$ cat src/rtl/router_pkg.sv
// Shared router definitions: direction encoding, flit layout and XY routing.
package router_pkg;

  // Direction indices into the one-hot port vector
  localparam int unsigned DIR_N    = 0;
  localparam int unsigned DIR_S    = 1;
  localparam int unsigned DIR_W    = 2;
  localparam int unsigned DIR_E    = 3;
  localparam int unsigned DIR_L    = 4;
  localparam int unsigned NUM_DIRS = 5;

  typedef logic [NUM_DIRS-1:0] port_t;

  localparam port_t PORT_NONE = 5'b00000;
  localparam port_t PORT_N    = 5'b00001;
  localparam port_t PORT_S    = 5'b00010;
  localparam port_t PORT_W    = 5'b00100;
  localparam port_t PORT_E    = 5'b01000;
  localparam port_t PORT_L    = 5'b10000;

  localparam int unsigned COORD_W = 3;
  typedef logic [COORD_W-1:0] coord_t;

  // Field positions as offsets from the flit width: bit index = FLIT_W - OFS
  localparam int unsigned HEAD_OFS = 1;
  localparam int unsigned TAIL_OFS = 2;
  localparam int unsigned DX_OFS   = 3;
  localparam int unsigned DY_OFS   = 6;

  localparam int unsigned FLIT_W_DEF = 34;
  localparam int unsigned PAYLOAD_W  = FLIT_W_DEF - 2 - 2 * COORD_W;

  typedef struct packed {
    logic                 head;
    logic                 tail;
    coord_t               dest_x;
    coord_t               dest_y;
    logic [PAYLOAD_W-1:0] payload;
  } flit_t;

  // Dimension-ordered routing: resolve X first, then Y, else eject locally
  function automatic port_t xy_route(input coord_t dest_x, input coord_t dest_y,
                                     input coord_t local_x, input coord_t local_y);
    port_t r;
    r = PORT_NONE;
    if (dest_x > local_x)      r = PORT_E;
    else if (dest_x < local_x) r = PORT_W;
    else if (dest_y < local_y) r = PORT_N;
    else if (dest_y > local_y) r = PORT_S;
    else                       r = PORT_L;
    return r;
  endfunction

endpackage

$ cat src/rtl/router_fifo.sv
// Generic synchronous circular-buffer FIFO; push when full and pop when empty are ignored.
module router_fifo #(
  parameter int unsigned WIDTH = 34,
  parameter int unsigned DEPTH = 4
) (
  input  logic                       clk,
  input  logic                       rst,
  input  logic                       push,
  input  logic                       pop,
  input  logic [WIDTH-1:0]           din,
  output logic [WIDTH-1:0]           dout,
  output logic                       full,
  output logic                       empty,
  output logic [$clog2(DEPTH):0]     count
);

  localparam int unsigned AW = $clog2(DEPTH);
  localparam int unsigned CW = AW + 1;

  logic [WIDTH-1:0] mem [DEPTH];
  logic [AW-1:0]    wr_ptr;
  logic [AW-1:0]    rd_ptr;
  logic [CW-1:0]    cnt;
  logic             do_push;
  logic             do_pop;

  assign full    = (cnt == CW'(DEPTH));
  assign empty   = (cnt == '0);
  assign count   = cnt;
  assign do_push = push && !full;
  assign do_pop  = pop && !empty;
  assign dout    = mem[rd_ptr];

  // Storage array; contents need no reset because empty gates their use
  always_ff @(posedge clk) begin
    if (do_push) mem[wr_ptr] <= din;
  end

  // Pointers wrap naturally at DEPTH (power of two); count tracks occupancy
  always_ff @(posedge clk or negedge rst) begin
    if (!rst) begin
      wr_ptr <= '0;
      rd_ptr <= '0;
      cnt    <= '0;
    end else begin
      if (do_push) wr_ptr <= wr_ptr + AW'(1);
      if (do_pop)  rd_ptr <= rd_ptr + AW'(1);
      case ({do_push, do_pop})
        2'b10:   cnt <= cnt + CW'(1);
        2'b01:   cnt <= cnt - CW'(1);
        default: cnt <= cnt;
      endcase
    end
  end

endmodule

$ cat src/rtl/router_input_unit.sv
// Router input port: flit buffering, XY route computation held per packet, credit return.
module router_input_unit
  import router_pkg::*;
#(
  parameter int unsigned FLIT_W  = 34,
  parameter int unsigned DEPTH   = 4,
  parameter coord_t      LOCAL_X = 3'd0,
  parameter coord_t      LOCAL_Y = 3'd0
) (
  input  logic              clk,
  input  logic              rst,
  input  logic [FLIT_W-1:0] data_in,
  input  logic              data_in_valid,
  output logic              credit_out,
  input  logic              forward,
  output logic [FLIT_W-1:0] flit_out,
  output logic              valid_out,
  output port_t             route_req,
  output logic              is_head,
  output logic              is_tail,
  output logic              overflow,
  output logic              protocol_err
);

  localparam int unsigned CNT_W = $clog2(DEPTH) + 1;

  localparam logic [0:0] IDLE = 1'b0;
  localparam logic [0:0] BODY = 1'b1;

  logic [FLIT_W-1:0] fifo_dout;
  logic              fifo_full;
  logic              fifo_empty;
  logic [CNT_W-1:0]  fifo_count;
  logic              push;
  logic              pop;
  logic              err_set;
  logic [0:0]        state;
  logic [0:0]        state_next;
  port_t             route_q;
  port_t             route_q_next;
  port_t             head_route;
  coord_t            dest_x;
  coord_t            dest_y;
  logic              head_bit;
  logic              tail_bit;

  // Incoming flits are dropped (and flagged) whenever the buffer is already full
  assign push = data_in_valid && !fifo_full;

  router_fifo #(
    .WIDTH (FLIT_W),
    .DEPTH (DEPTH)
  ) u_fifo (
    .clk   (clk),
    .rst   (rst),
    .push  (push),
    .pop   (pop),
    .din   (data_in),
    .dout  (fifo_dout),
    .full  (fifo_full),
    .empty (fifo_empty),
    .count (fifo_count)
  );

  // Head-of-queue view, forced to zero when nothing is buffered
  assign valid_out  = (fifo_count != '0);
  assign flit_out   = fifo_empty ? '0 : fifo_dout;
  assign head_bit   = flit_out[FLIT_W-HEAD_OFS];
  assign tail_bit   = flit_out[FLIT_W-TAIL_OFS];
  assign is_head    = head_bit;
  assign is_tail    = tail_bit;
  assign dest_x     = flit_out[FLIT_W-DX_OFS -: COORD_W];
  assign dest_y     = flit_out[FLIT_W-DY_OFS -: COORD_W];
  assign head_route = xy_route(dest_x, dest_y, LOCAL_X, LOCAL_Y);

  // Packet state register
  always_ff @(posedge clk or negedge rst) begin
    if (!rst) begin
      state   <= IDLE;
      route_q <= PORT_NONE;
    end else begin
      state   <= state_next;
      route_q <= route_q_next;
    end
  end

  // Next-state, pop decision and route request for the flit at the head of the queue
  always_comb begin
    state_next   = state;
    route_q_next = route_q;
    pop          = 1'b0;
    err_set      = 1'b0;
    route_req    = PORT_NONE;
    case (state)
      IDLE: begin
        if (!fifo_empty) begin
          if (head_bit) begin
            route_req = head_route;
            if (forward) begin
              pop = 1'b1;
              if (!tail_bit) begin
                state_next   = BODY;
                route_q_next = head_route;
              end
            end
          end else begin
            // Stray body flit with no packet open: discard it and return its credit
            pop     = 1'b1;
            err_set = 1'b1;
          end
        end
      end
      BODY: begin
        if (!fifo_empty) begin
          route_req = route_q;
          if (head_bit) err_set = 1'b1;
          if (forward) begin
            pop = 1'b1;
            if (tail_bit) begin
              state_next   = IDLE;
              route_q_next = PORT_NONE;
            end
          end
        end
      end
      default: begin
        state_next   = IDLE;
        route_q_next = PORT_NONE;
      end
    endcase
  end

  // Credit pulse follows each pop by one cycle; error flags are sticky until reset
  always_ff @(posedge clk or negedge rst) begin
    if (!rst) begin
      credit_out   <= 1'b0;
      overflow     <= 1'b0;
      protocol_err <= 1'b0;
    end else begin
      credit_out <= pop;
      if (data_in_valid && fifo_full) overflow     <= 1'b1;
      if (err_set)                    protocol_err <= 1'b1;
    end
  end

endmodule
$ cat config.mk
export PLATFORM = sky130hd
export DESIGN_NAME = router_input_unit
export DESIGN_NICKNAME = d
export VERILOG_FILES = /design/src/rtl/router_pkg.sv /design/src/rtl/router_fifo.sv /design/src/rtl/router_input_unit.sv
export SDC_FILE = /design/constraint.sdc
export NUM_CORES = 1
export LEC_CHECK = 0
export CAP_MARGIN = 10
export CORE_UTILIZATION = 49
export DETAILED_ROUTE_END_ITERATION = 12
export PLACE_DENSITY = 0.74
export SKIP_CTS_REPAIR_TIMING = 1
export SLEW_MARGIN = 20
export SYNTH_ARGS = -nofsm -noshare
export SYNTH_HDL_FRONTEND = slang
export SYNTH_SLANG_ARGS = --single-unit
$ cat constraint.sdc
create_clock -name clk -period 2.42 [get_ports clk]
set_input_delay 0.242 -clock clk [delete_from_list [all_inputs] [get_ports clk]]
set_output_delay 0.242 -clock clk [all_outputs]
set_load 0.02 [all_outputs]
==> results summary, run 1 <==
The maximum fanout count along the critical path came out at 5. The end point of the critical path is route_req[4]. The congestion estimate from routability-driven global placement came to roughly 0.8.

The number of buffer and inverter stages on the critical path is 2. The library cell used most frequently in the layout, excluding fill and tap cells, is sky130_fd_sc_hd__edfxtp_1. The post-layout total power came out at between 10,000 and 15,000 µW. The synthesized netlist devotes 2.05% of its cell area to compound gates. The area of the die is between 10,000 and 15,000 µm². After detailed placement, the design holds a cell count of roughly 530. The per-cell routed wire length is between 15 and 20 µm. The share of the cycle needed by the critical path after routing came out at 105%. The sequential cell area came out at roughly 4400 µm². The number of max-cap violations came out at 0. The count of unique library cells instantiated by Yosys came out at 34.

The clock insertion delay at the later pin of the skew report came out at 0.42 ns. TritonCTS built the clock tree. The buffer cell driving the clock tree root is sky130_fd_sc_hd__clkbuf_16. The largest buffer count on any clock path came out at 2. The maximum frequency from static timing analysis came out at roughly 390 MHz. The synthesized-area fraction occupied by adder cells came out at 1.38%. The I/O pin count is 83.

Clock-pin slew was measured on the worst setup and hold paths at 0.06 ns. The H-tree generated during clock tree synthesis spans 4 levels. The number of nets in the layout is around 460. The worst hold path belongs to the class input port to async pin.

The number of cells produced by synthesis is 300. Once detail routing completed, the nets flagged for antenna violations numbered 0. The worst IR drop on VDD is between 0.001 and 0.0015 V. Entering global routing, the biggest net connects 23 pins. The total number of vias came out at between 3,000 and 4,000.

The worst register-to-register path begins at u_fifo.rd_ptr[0]. The first global-routing pass estimated 17.1 mm of wire. The endpoint required time on the critical path came out at between 2 and 2.5 ns. The initial antenna violation count was 0. The area growth from synthesis to layout is 31.4%. After global routing the overflow that remains totals 0.

The total negative slack for setup checks is -0.136 ns. The area of the multi-input gates is 1450 µm². The number of fill cells is around 750. The effective utilization at floorplan is ~51%. The number of max-slew violations in the final report came out at 0.

The slew of the pin with the lowest slew margin is ~0.69 ns. In the global route stage, overall resource usage came out at 18.8%. The cell at the slowest stage of the critical path is sky130_fd_sc_hd__mux4_2. The average instance area after synthesis came out at roughly 20 µm². The layout cell share with drive strength beyond 1 came out at 26.7%. The count of input and output buffers is 80.

The clock sink count is 150. The critical path goes through buf_6 -> mux4_2 -> nor3_4 -> nand2_1 -> o31ai_1 -> buf_2. Setup violations remaining at the end of the flow were counted as 2. Counting flops with an async set or reset pin after synthesis yields a share of 9.33%. The remaining design rule violation count is 0. The setup clock skew after layout is between 0.006 and 0.007 ns. The ratio of routed vias to standard cells came out at about 5.4.

Summed over all nets, the half-perimeter wirelength after detailed placement is about 6.8 mm. The cell row count came out at 39. The via count of the first global-routing pass is roughly 3,300. The number of synthesized flops with an enable pin is approximately 140.

Data on the critical path arrives at its endpoint at between 2 and 2.5 ns. The worst stage delay on the critical path came out at between 0.5 and 0.6 ns. The final reports fail on setup timing. The number of DRC violations after detailed-routing iteration 0 is 176. The multiplexer share of the synthesized area is a little over an eighth. The iteration count of the initial detailed-routing pass came out at 4. The critical path is of the flip-flop to primary output type. The run finished, with violations left. In this run the worst setup path begins at u_fifo.rd_ptr[0]. In this run, CTS created clock tree buffers numbering 17. The most used flip-flop cell after synthesis is sky130_fd_sc_hd__edfxtp_1. By area, the combinational part of the netlist is dominated by multiplexers. The total inserted antenna cells is 0. In this run the number of cells on the critical path is 6. The number of warnings reported in the yosys synthesis log is 0. The count of placed standard cells in the final layout, fillers left out is 570. The path depth of the worst reg2reg path came out at 11. The headroom to the max-slew limit came out at between 50% and 60%. The static leakage power came out at 0.00307 µW. The count of final hold-check violations came out at 0. The die boundary width is ~110 µm.

The critical register-to-register path endpoint is u_fifo.count[2]. The xor and xnor area share after synthesis came out at less than 1%. The post-synthesis instance area is 5980 µm². The final critical path time including I/O delays and setup is between 2 and 3 ns.

Setup slack on the critical path of the routed design comes to -0.121 ns. The kind of cell adding the most delay to the critical path is multiplexers. The flop-to-flop setup slack came out at roughly 0.020 ns. Setup repair after global routing could not meet its margin everywhere. The library cells used most frequently in the layout, excluding fill and tap cells, are sky130_fd_sc_hd__edfxtp_1, sky130_fd_sc_hd__clkdlybuf4s50_1, sky130_fd_sc_hd__dlymetal6s2s_1. The final wirelength came out at about 11 mm. The power density over the cells came out at ~1400 nW/µm². The type of origin of the critical path is a flip-flop. The area of the core is around 12,000 µm².

The number of synthesized register bits came out at 150. The worst setup path is captured at a primary output. The area fraction in and, or, nand and nor cells after synthesis came out at about 5.9%.

After synthesis, flip-flops and latches occupy approximately three quarters of the total area. The vertical die dimension came out at about 110 µm.
-- how the worst min path moves through the flow --
stage	endpoint	slack, ns	cells past startpoint
floorplan	credit_out	-0.05	0
global placement	overflow	0.45	1
detailed placement	overflow	0.46	1
CTS	u_fifo.wr_ptr[1]	0.24	1
global route	u_fifo.wr_ptr[1]	0.29	1
finish	state	0.24	1
-- sequential cells by signal (all words and copies together), names as in the netlist --
signal         count
u_fifo.mem       136
route_q            3
u_fifo.count       3
u_fifo.rd_ptr      2
u_fifo.wr_ptr      2
credit_out         1
overflow           1
protocol_err       1
state              1
-- Yosys cell counts, types with 2 or more instances --
library cell                number  area share (%)
sky130_fd_sc_hd__edfxtp_1      136              68
sky130_fd_sc_hd__and2_1         39             4.1
sky130_fd_sc_hd__mux4_2         30              11
sky130_fd_sc_hd__dfrtp_1        14             5.9
sky130_fd_sc_hd__inv_1          10            0.63
sky130_fd_sc_hd__clkbuf_1        6            0.38
sky130_fd_sc_hd__buf_2           5            0.42
sky130_fd_sc_hd__buf_4           5            0.63
sky130_fd_sc_hd__ha_1            5             1.0
sky130_fd_sc_hd__nor2_1          5            0.31
sky130_fd_sc_hd__o21ai_0         5            0.42
sky130_fd_sc_hd__mux4_1          4             1.8
sky130_fd_sc_hd__nand2_1         4            0.25
sky130_fd_sc_hd__xnor2_1         4            0.59
sky130_fd_sc_hd__nand3_1         3            0.25
sky130_fd_sc_hd__nor3_1          3            0.25
sky130_fd_sc_hd__a31oi_1         2            0.21
sky130_fd_sc_hd__o2bb2ai_1       2            0.29
sky130_fd_sc_hd__o31ai_1         2            0.25
sky130_fd_sc_hd__xor2_1          2            0.29
-- per-stage QoR --
step / utilization [%] / setup slack, ns / hold slack (ns) / instance area (µm²)
after floorplan: - / 0.0257 / -0.0536 / 5980
after global placement: 61.1 / -0.0996 / 0.453 / 7130
after detailed placement: 61.1 / -0.152 / 0.464 / 7130
after CTS: 66.1 / -0.626 / 0.243 / 7710
after global routing: 67.4 / -0.245 / 0.286 / 7860
final: 67.4 / -0.121 / 0.239 / 7860
-- worst register-to-register path: stages, from the launching register on --
cell and delay [ns]:
sky130_fd_sc_hd__dfrtp_2 0.41, sky130_fd_sc_hd__buf_4 0.14, sky130_fd_sc_hd__mux4_2 0.51, sky130_fd_sc_hd__nor2_2 0.14, sky130_fd_sc_hd__o21ai_1 0.09, sky130_fd_sc_hd__inv_1 0.07, sky130_fd_sc_hd__ha_2 0.17, sky130_fd_sc_hd__inv_1 0.05
sky130_fd_sc_hd__fa_2 0.33, sky130_fd_sc_hd__xor2_1 0.14, sky130_fd_sc_hd__nor2_1 0.11, sky130_fd_sc_hd__xor2_1 0.16
-- routing by layer --
metal | vias to the layer above | wire length, µm | GRT usage (%)
met2 | 101 | 5240 | 29.5
li1 | 1402 | - | -
met3 | 22 | 631 | 6.70
met4 | 0 | 233 | 9.42
met1 | 1576 | 4630 | 23.4
met5 | - | 0 | 0
-- kinds of logic after synthesis --
logic type | Yosys count
DFF | 150
and+or+nand+nor | 58
muxes | 35
buffers and inverters | 27
AOI/OAI and AO/OA | 17
adders and majority gates | 6
xor gates and xnor gates | 6
other | 1
-- final cells by class --
cell class | instances | area share, %
Clock buffer | 18 | 5.46
Clock inverter | 14 | 1.93
Inverter | 10 | 0.478
Multi-Input combinational cell | 124 | 18.4
Sequential cell | 150 | 56.5
Tap cell | 143 | 2.28
Timing Repair Buffer | 111 | 14.9
-- report_power, final --
group | internal, µW | switching [µW] | total, µW
clock network | 1520 | 1020 | 2550
registers | 3440 | 234 | 3670
logic | 2230 | 2180 | 4410
Note: power is estimated with default switching activity, not from simulation.
==> inputs of run 2 (changes only) <==
--- a/config.mk
+++ b/config.mk
@@ -8,6 +8,7 @@
 export CAP_MARGIN = 10
 export CORE_UTILIZATION = 49
 export DETAILED_ROUTE_END_ITERATION = 12
+export GPL_TIMING_DRIVEN = 0
 export PLACE_DENSITY = 0.74
 export SKIP_CTS_REPAIR_TIMING = 1
 export SLEW_MARGIN = 20
==> run 2 against run 1 <==
  * Sequential power fell by 2%
  * Clock power fell by 5%
  * Cell count down 1.4%
  * The flow still finishes with violations (setup timing)
  * Register-to-register slack got worse by 0.02 ns
  * Largest power group unchanged
  * Setup slack better by 0.0082 ns
  * Total power down 1.7%
==> results summary, run 2 (synthesized netlist as in run 1, its figures left out) <==
The buffer cell driving the clock tree root is sky130_fd_sc_hd__clkbuf_16 (unchanged). The worst IR drop on VDD is 0.000927 V (was 0.00119 V). The remaining design rule violation count is 0 (unchanged). The ratio of routed vias to standard cells is 5.48 (was 5.44).

The number of max-slew violations in the final report came to 0 (unchanged). The top register by number of flip-flops is u_fifo.mem (unchanged). The clock sink count is 150 (unchanged).

The final wirelength came out at 10.9 mm (was 10.7 mm). The cell total after placement came out at 528 (was 534). The share of the cycle needed by the critical path after routing was 105% (about the same). The final HPWL from detailed placement came out at 6.90 mm (was 6.75 mm). The area overhead of the layout relative to synthesis is 28.9% (was 31.4%).

The most frequent standard cell in the layout excluding fill and tap cells is sky130_fd_sc_hd__edfxtp_1 (unchanged). The number of buffers created by CTS was 17 (unchanged). The reg-to-reg critical path startpoint was u_fifo.rd_ptr[0] (unchanged). The vertical die dimension is 112 µm (unchanged). The power density over the cells is 1360 nW/µm² (was 1350 nW/µm²). The final number of setup-violating endpoints came out at 17 (was 2). The type of the worst setup path is flip-flop to primary output (unchanged). The highest routed metal layer is met5 (was met4).

The kind of end point of the critical path is a primary output (unchanged). The setup slack after layout is -0.113 ns (was -0.121 ns). The count of placed standard cells in the final layout, fillers left out is 562 (was 570). The path depth of the worst reg2reg path came out at 11 (unchanged).

The layout cell share with drive strength beyond 1 came out at 30.1% (was 26.7%). The via count of the first global-routing pass is 3,248 (was 3,345). The internal cell power came out at 7030 µW (was 7180 µW). The pre-CTS worst setup slack came out at -0.346 ns (was -0.152 ns). The flop-to-flop setup slack is 0 ns (was 0.02 ns). The die boundary width came out at 112 µm (unchanged). The total inserted antenna cells is 0 (unchanged). The routability-driven placement congestion ratio came out at 0.757 (was 0.796). The signal arrival time at the worst endpoint is 2.29 ns (was 2.30 ns). The area of the die was 12,600 µm² (unchanged). The setup clock skew after layout is 0.00945 ns (was 0.00699 ns). The clock tree from TritonCTS is done (unchanged).

The number of antenna-violating nets in the routed design is 0 (unchanged). The per-cell routed wire length came to 19.5 µm (was 18.8 µm). Top library cells by usage in the layout, fill and taps aside: sky130_fd_sc_hd__edfxtp_1, sky130_fd_sc_hd__clkdlybuf4s50_1, sky130_fd_sc_hd__and2_1 (was sky130_fd_sc_hd__edfxtp_1, sky130_fd_sc_hd__clkdlybuf4s50_1, sky130_fd_sc_hd__dlymetal6s2s_1). The cell row count is 39 (unchanged).

The final critical path time including I/O delays and setup is 2.53 ns (was 2.54 ns). The met3 wirelength from detailed routing is 632 µm (was 631 µm). The clock insertion delay at the later pin of the skew report is 0.41 ns (was 0.42 ns).

The share of total power in the clock network is 23.2% (was 24.0%). Outcome: complete, but fails checks (unchanged). The class of the worst hold path is input port to async pin (unchanged). The remaining global-route overflow came out at 0 (unchanged). The slew of the pin with the lowest slew margin came out at 0.662 ns (was 0.689 ns). The number of fill cells came out at 801 (was 749). The number of max-cap violations was 0 (unchanged). The endpoint required time on the critical path is 2.18 ns (about the same).

The I/O pin count came out at 83 (unchanged). The area of the core came out at 11,700 µm² (unchanged). The fraction of power spent switching nets is 32.7% (was 32.4%). The maximum fanout count along the critical path is 9 (was 5). The post-CTS clock slew at the launch and capture registers of the worst setup and hold paths is 0.06 ns (about the same). The count of final hold-check violations is 0 (unchanged).

The sum of met2 wire segment lengths after detailed routing came out at 5.59 mm (was 5.24 mm). The power share of the sequential group was 34.6% (was 34.5%). The largest buffer count on any clock path came out at 2 (unchanged). The number of nets in the layout was 453 (was 458). The global-route total usage across every layer is 18.9% (was 18.8%).

The switching power is 3420 µW (was 3440 µW). The critical register-to-register path endpoint is u_fifo.count[2] (unchanged). The fraction of power consumed by combinational cells is 42.3% (was 41.5%). The largest net degree at the start of global routing is 25 (was 23). The count of input and output buffers came out at 80 (unchanged).

RSZ-0062 raised after global routing: yes (unchanged). The total number of vias is 3,081 (was 3,101). The detailed-routing wirelength on met1 is 4.60 mm (was 4.63 mm). The effective utilization at floorplan came out at 51.3% (unchanged).

The type of origin of the critical path is a flip-flop (unchanged). The count of H-tree levels built during CTS came out at 4 (unchanged). Violated checks: setup timing (unchanged). The headroom to the max-slew limit came out at 55.7% (was 53.9%).

The static leakage power came out at 0.00285 µW (was 0.00307 µW). The iteration count of the initial detailed-routing pass is 4 (unchanged). The first-pass GRT wire length came out at 16.9 mm (was 17.1 mm). The maximum frequency from static timing analysis came out at 395 MHz (was 394 MHz). The initial antenna violation count was 1 (was 0). The number of DRC violations after detailed-routing iteration 0 came out at 217 (was 176). The flip-flop count of the largest register, all copies and words added was 136 (unchanged).
run 2: worst max-delay path by stage:
stage,startpoint,endpoint,cells past startpoint
floorplan,u_fifo.rd_ptr[0],u_fifo.count[2],11
CTS,u_fifo.rd_ptr[1],flit_out[17],6
detailed placement,u_fifo.rd_ptr[1],flit_out[25],6
global route,u_fifo.rd_ptr[0],route_req[4],6
finish,u_fifo.rd_ptr[0],route_req[4],6
global placement,data_in_valid,u_fifo.mem[1][11],3
run 2: through the flow:
stage / total power, µW / util, % / instance area, µm² / setup TNS, ns / hold slack (ns)
detailed placement: 8020 / 60.5 / 7060 / -9.84 / 0.454
global route: 10900 / 66.1 / 7700 / -2.36 / 0.263
CTS: 10500 / 65.2 / 7600 / -28.47 / 0.239
finish: 10400 / 66.1 / 7700 / -0.322 / 0.236
global placement: 7890 / 59.7 / 6960 / -105.83 / 0.451
floorplan: 6280 / - / 5980 / 0 / -0.0536
run 2: layout make-up:
cell class                 count  area (µm²)  share of cell area, %
multi-input combinational    124        1480                   19.3
clock buffer                  20         437                   5.67
inverter                      10        37.5                  0.487
buffer                        17         163                   2.11
timing repair buffer          89         863                   11.2
sequential                   150        4430                   57.6
clock inverter                 9         108                   1.40
tap                          143         179                   2.32
run 2: power by group through the flow:
stage,registers (µW),logic [µW],clock network (µW)
2_1_floorplan,3620,2660,0
3_3_place_gp,3640,4250,0
3_5_place_dp,3640,4380,0
4_1_cts,3590,4410,2470
5_1_grt,3650,4720,2560
6_report,3610,4410,2420
run 2: routing by layer:
| metal | global-route usage (%) | vias up |
|---|---|---|
| met4 | 8.98 | 2 |
| met5 | 0 | - |
| met1 | 22.7 | 1568 |
| met3 | 6.21 | 10 |
| li1 | - | 1396 |
| met2 | 31.0 | 105 |
run 2: worst max-delay path, cell delays in order (launching register included):
cell and delay [ns]:
sky130_fd_sc_hd__dfrtp_1 0.36, sky130_fd_sc_hd__buf_8 0.15, sky130_fd_sc_hd__mux4_2 0.55, sky130_fd_sc_hd__nor3_4 0.27, sky130_fd_sc_hd__nand2_1 0.12, sky130_fd_sc_hd__o31ai_1 0.21
sky130_fd_sc_hd__buf_2 0.20
==> inputs of run 3 (changes only) <==
--- a/config.mk
+++ b/config.mk
@@ -6,10 +6,11 @@
 export NUM_CORES = 1
 export LEC_CHECK = 0
 export CAP_MARGIN = 10
-export CORE_UTILIZATION = 49
+export CORE_UTILIZATION = 51
+export CTS_BUF_LIST = sky130_fd_sc_hd__clkbuf_2 sky130_fd_sc_hd__clkbuf_4 sky130_fd_sc_hd__clkbuf_8
 export DETAILED_ROUTE_END_ITERATION = 12
 export GPL_TIMING_DRIVEN = 0
-export PLACE_DENSITY = 0.74
+export PLACE_DENSITY = 0.76
 export SKIP_CTS_REPAIR_TIMING = 1
 export SLEW_MARGIN = 20
 export SYNTH_ARGS = -nofsm -noshare
==> constraint.sdc (replaced) <==
create_clock -name clk -period 2.33 [get_ports clk]
set_input_delay 0.233 -clock clk [delete_from_list [all_inputs] [get_ports clk]]
set_output_delay 0.233 -clock clk [all_outputs]
set_load 0.02 [all_outputs]
==> run 3 against run 2 <==
  * The run still ends with setup timing left
  * Highest routed layer is now met4
  * Sequential share of layout area grew 0.34 points
  * Cell count grew 1.8%
  * Routed wire length is essentially flat
  * Clock skew grew 0.0071 ns
  * Die area shrank 3.8%
  * Via count shrank 0.42%
  * Largest cell class unchanged
==> results summary, run 3 (synthesized netlist as in run 1, its figures left out) <==
Outcome: complete, but fails checks (unchanged). Violated checks: setup timing (unchanged). The number of buffers created by CTS was 17 (unchanged).

The first-pass GRT wire length was 16.2 mm (was 16.9 mm). The detailed-routing wirelength on met1 came to 4.86 mm (was 4.60 mm). The number of fill cells came out at 773 (was 801). The top register by number of flip-flops is u_fifo.mem (unchanged). The maximum fanout count along the critical path is 9 (unchanged). The met3 wirelength from detailed routing is 562 µm (was 632 µm). Top library cells by usage in the layout, fill and taps aside: sky130_fd_sc_hd__edfxtp_1, sky130_fd_sc_hd__clkdlybuf4s50_1, sky130_fd_sc_hd__mux4_2 (was sky130_fd_sc_hd__edfxtp_1, sky130_fd_sc_hd__clkdlybuf4s50_1, sky130_fd_sc_hd__and2_1).

The worst IR drop on VDD is 0.00107 V (was 0.000927 V). The kind of end point of the critical path is a primary output (unchanged). The number of max-cap violations is 0 (unchanged).

The setup clock skew after layout is 0.0165 ns (was 0.00945 ns). The slew of the pin with the lowest slew margin came out at 0.669 ns (was 0.662 ns). The post-CTS clock slew at the launch and capture registers of the worst setup and hold paths is 0.07 ns (was 0.06 ns). The total inserted antenna cells came out at 0 (unchanged). The buffer cell driving the clock tree root is sky130_fd_sc_hd__clkbuf_8 (was sky130_fd_sc_hd__clkbuf_16).

The reg-to-reg critical path startpoint was u_fifo.rd_ptr[0] (unchanged). The ratio of routed vias to standard cells came out at 5.36 (was 5.48). The remaining design rule violation count is 0 (unchanged).

The count of placed standard cells in the final layout, fillers left out was 572 (was 562). The number of DRC violations after detailed-routing iteration 0 came to 194 (was 217). The per-cell routed wire length came out at 19.1 µm (was 19.5 µm). The highest routed metal layer was met4 (was met5). The class of the worst hold path is input port to async pin (unchanged).

The final wirelength came out at 10.9 mm (about the same). The number of antenna-violating nets in the routed design came to 0 (unchanged). The setup slack after layout came out at -0.171 ns (was -0.113 ns). The iteration count of the initial detailed-routing pass came out at 4 (unchanged). The number of nets in the layout is 461 (was 453).

The most frequent standard cell in the layout excluding fill and tap cells is sky130_fd_sc_hd__edfxtp_1 (unchanged). The via count of the first global-routing pass is 3,086 (was 3,248). The cell total after placement is 528 (unchanged).

The initial antenna violation count is 0 (was 1). The number of max-slew violations in the final report is 0 (unchanged). The largest buffer count on any clock path is 2 (unchanged). The clock tree from TritonCTS was done (unchanged). The type of origin of the critical path is a flip-flop (unchanged). Timing would allow up to roughly 400 MHz. The vertical die dimension is 110 µm (was 112 µm). The signal arrival time at the worst endpoint came to 2.27 ns (was 2.29 ns). The flip-flop count of the largest register, all copies and words added is 136 (unchanged). The power density over the cells is 1390 nW/µm² (was 1360 nW/µm²). The final HPWL from detailed placement came to 6.81 mm (was 6.90 mm). The area of the die came out at 12,200 µm² (was 12,600 µm²). The headroom to the max-slew limit was 55.2% (was 55.7%). The final critical path time including I/O delays and setup came out at roughly 2.5 ns. The endpoint required time on the critical path is 2.10 ns (was 2.18 ns). The die boundary width came out at 110 µm (was 112 µm). The count of final hold-check violations came to 0 (unchanged).

The count of H-tree levels built during CTS came out at 4 (unchanged). The area overhead of the layout relative to synthesis came out at 28.1% (was 28.9%). The remaining global-route overflow was 0 (unchanged). The type of the worst setup path is flip-flop to primary output (unchanged). The clock insertion delay at the later pin of the skew report came out at 0.43 ns (was 0.41 ns).

The global-route total usage across every layer is 19.3% (was 18.9%). The sum of met2 wire segment lengths after detailed routing was 5.43 mm (was 5.59 mm). The cell row count came out at 39 (unchanged). The largest net degree at the start of global routing came out at 27 (was 25).

The layout cell share with drive strength beyond 1 came out at 36.6% (was 30.1%). RSZ-0062 raised after global routing: yes (unchanged). The share of the cycle needed by the critical path after routing came out at 107%. The effective utilization at floorplan came to 52.4% (was 51.3%). The area of the core came out at 11,400 µm² (was 11,700 µm²). The total number of vias was 3,068 (was 3,081). The clock sink count is 150 (unchanged). The first element of the critical path was u_fifo.rd_ptr[0] (unchanged). The I/O pin count is 83 (unchanged). The post-layout total power came out at 10,600 µW (was 10,400 µW). The static leakage power came out at 0.00280 µW (was 0.00285 µW). The final number of setup-violating endpoints came out at 29 (was 17). The count of input and output buffers came out at 80 (unchanged). The routability-driven placement congestion ratio came out at 0.770 (was 0.757).
-- run 3: critical path, stage by stage (launching register included) --
cell and delay, ns:
sky130_fd_sc_hd__dfrtp_1 0.38, sky130_fd_sc_hd__buf_12 0.15, sky130_fd_sc_hd__mux4_2 0.56, sky130_fd_sc_hd__nor3_2 0.23, sky130_fd_sc_hd__nor2_1 0.10, sky130_fd_sc_hd__o31ai_1 0.22, sky130_fd_sc_hd__buf_2 0.20
-- run 3: area by class of cell --
cell class / count / area, µm² / area share (%)
plain buffers: 17 / 175 / 2.29
multi-input cells: 124 / 1490 / 19.5
clock buffers: 19 / 249 / 3.25
flip-flops and latches: 150 / 4430 / 57.9
well taps: 143 / 179 / 2.34
clock inverters: 12 / 153 / 1.99
inverters: 10 / 37.5 / 0.490
repair buffers: 97 / 942 / 12.3
-- run 3: path summary, 6_finish.rpt --
| kind | endpoint | slack, ns | depth (start not counted) |
|---|---|---|---|
| worst min-delay path | route_q[4] | 0.21 | 1 |
| min in group clk | u_fifo.mem[2][9] | 0.43 | 1 |
| worst max-delay path | route_req[4] | -0.17 | 6 |
| max in group asynchronous | route_q[3] | 1.70 | 1 |
| worst min register to register | overflow | 0.47 | 1 |
| worst max register to register | u_fifo.count[2] | -0.15 | 11 |
-- run 3: routing by layer --
layer  up-vias  track usage, %
met5         -               0
met4         0            6.77
met3        10            6.23
met2        85            30.3
met1      1570            25.5
li1       1403               -
-- run 3: power by group --
group | switching, µW | internal, µW | leakage, µW
registers | 177 | 3560 | 0.00141
logic | 2450 | 2440 | 0.00118
clock network | 930 | 1080 | 0.000207
total | 3560 | 7090 | 0.00280
-- run 3: stage by stage --
step           area (µm²)  setup TNS [ns]  setup slack [ns]  hold slack (ns)  utilization, %
2_1_floorplan        5990               0            0.0123          -0.0626               -
5_1_grt              7660           -5.23            -0.351            0.247            67.1
3_3_place_gp         6970         -114.96            -0.771            0.451            61.1
3_5_place_dp         7070          -12.42            -0.455            0.460            61.9
6_report             7660           -1.71            -0.171            0.207            67.1
4_1_cts              7470          -31.54            -0.931            0.209            65.4
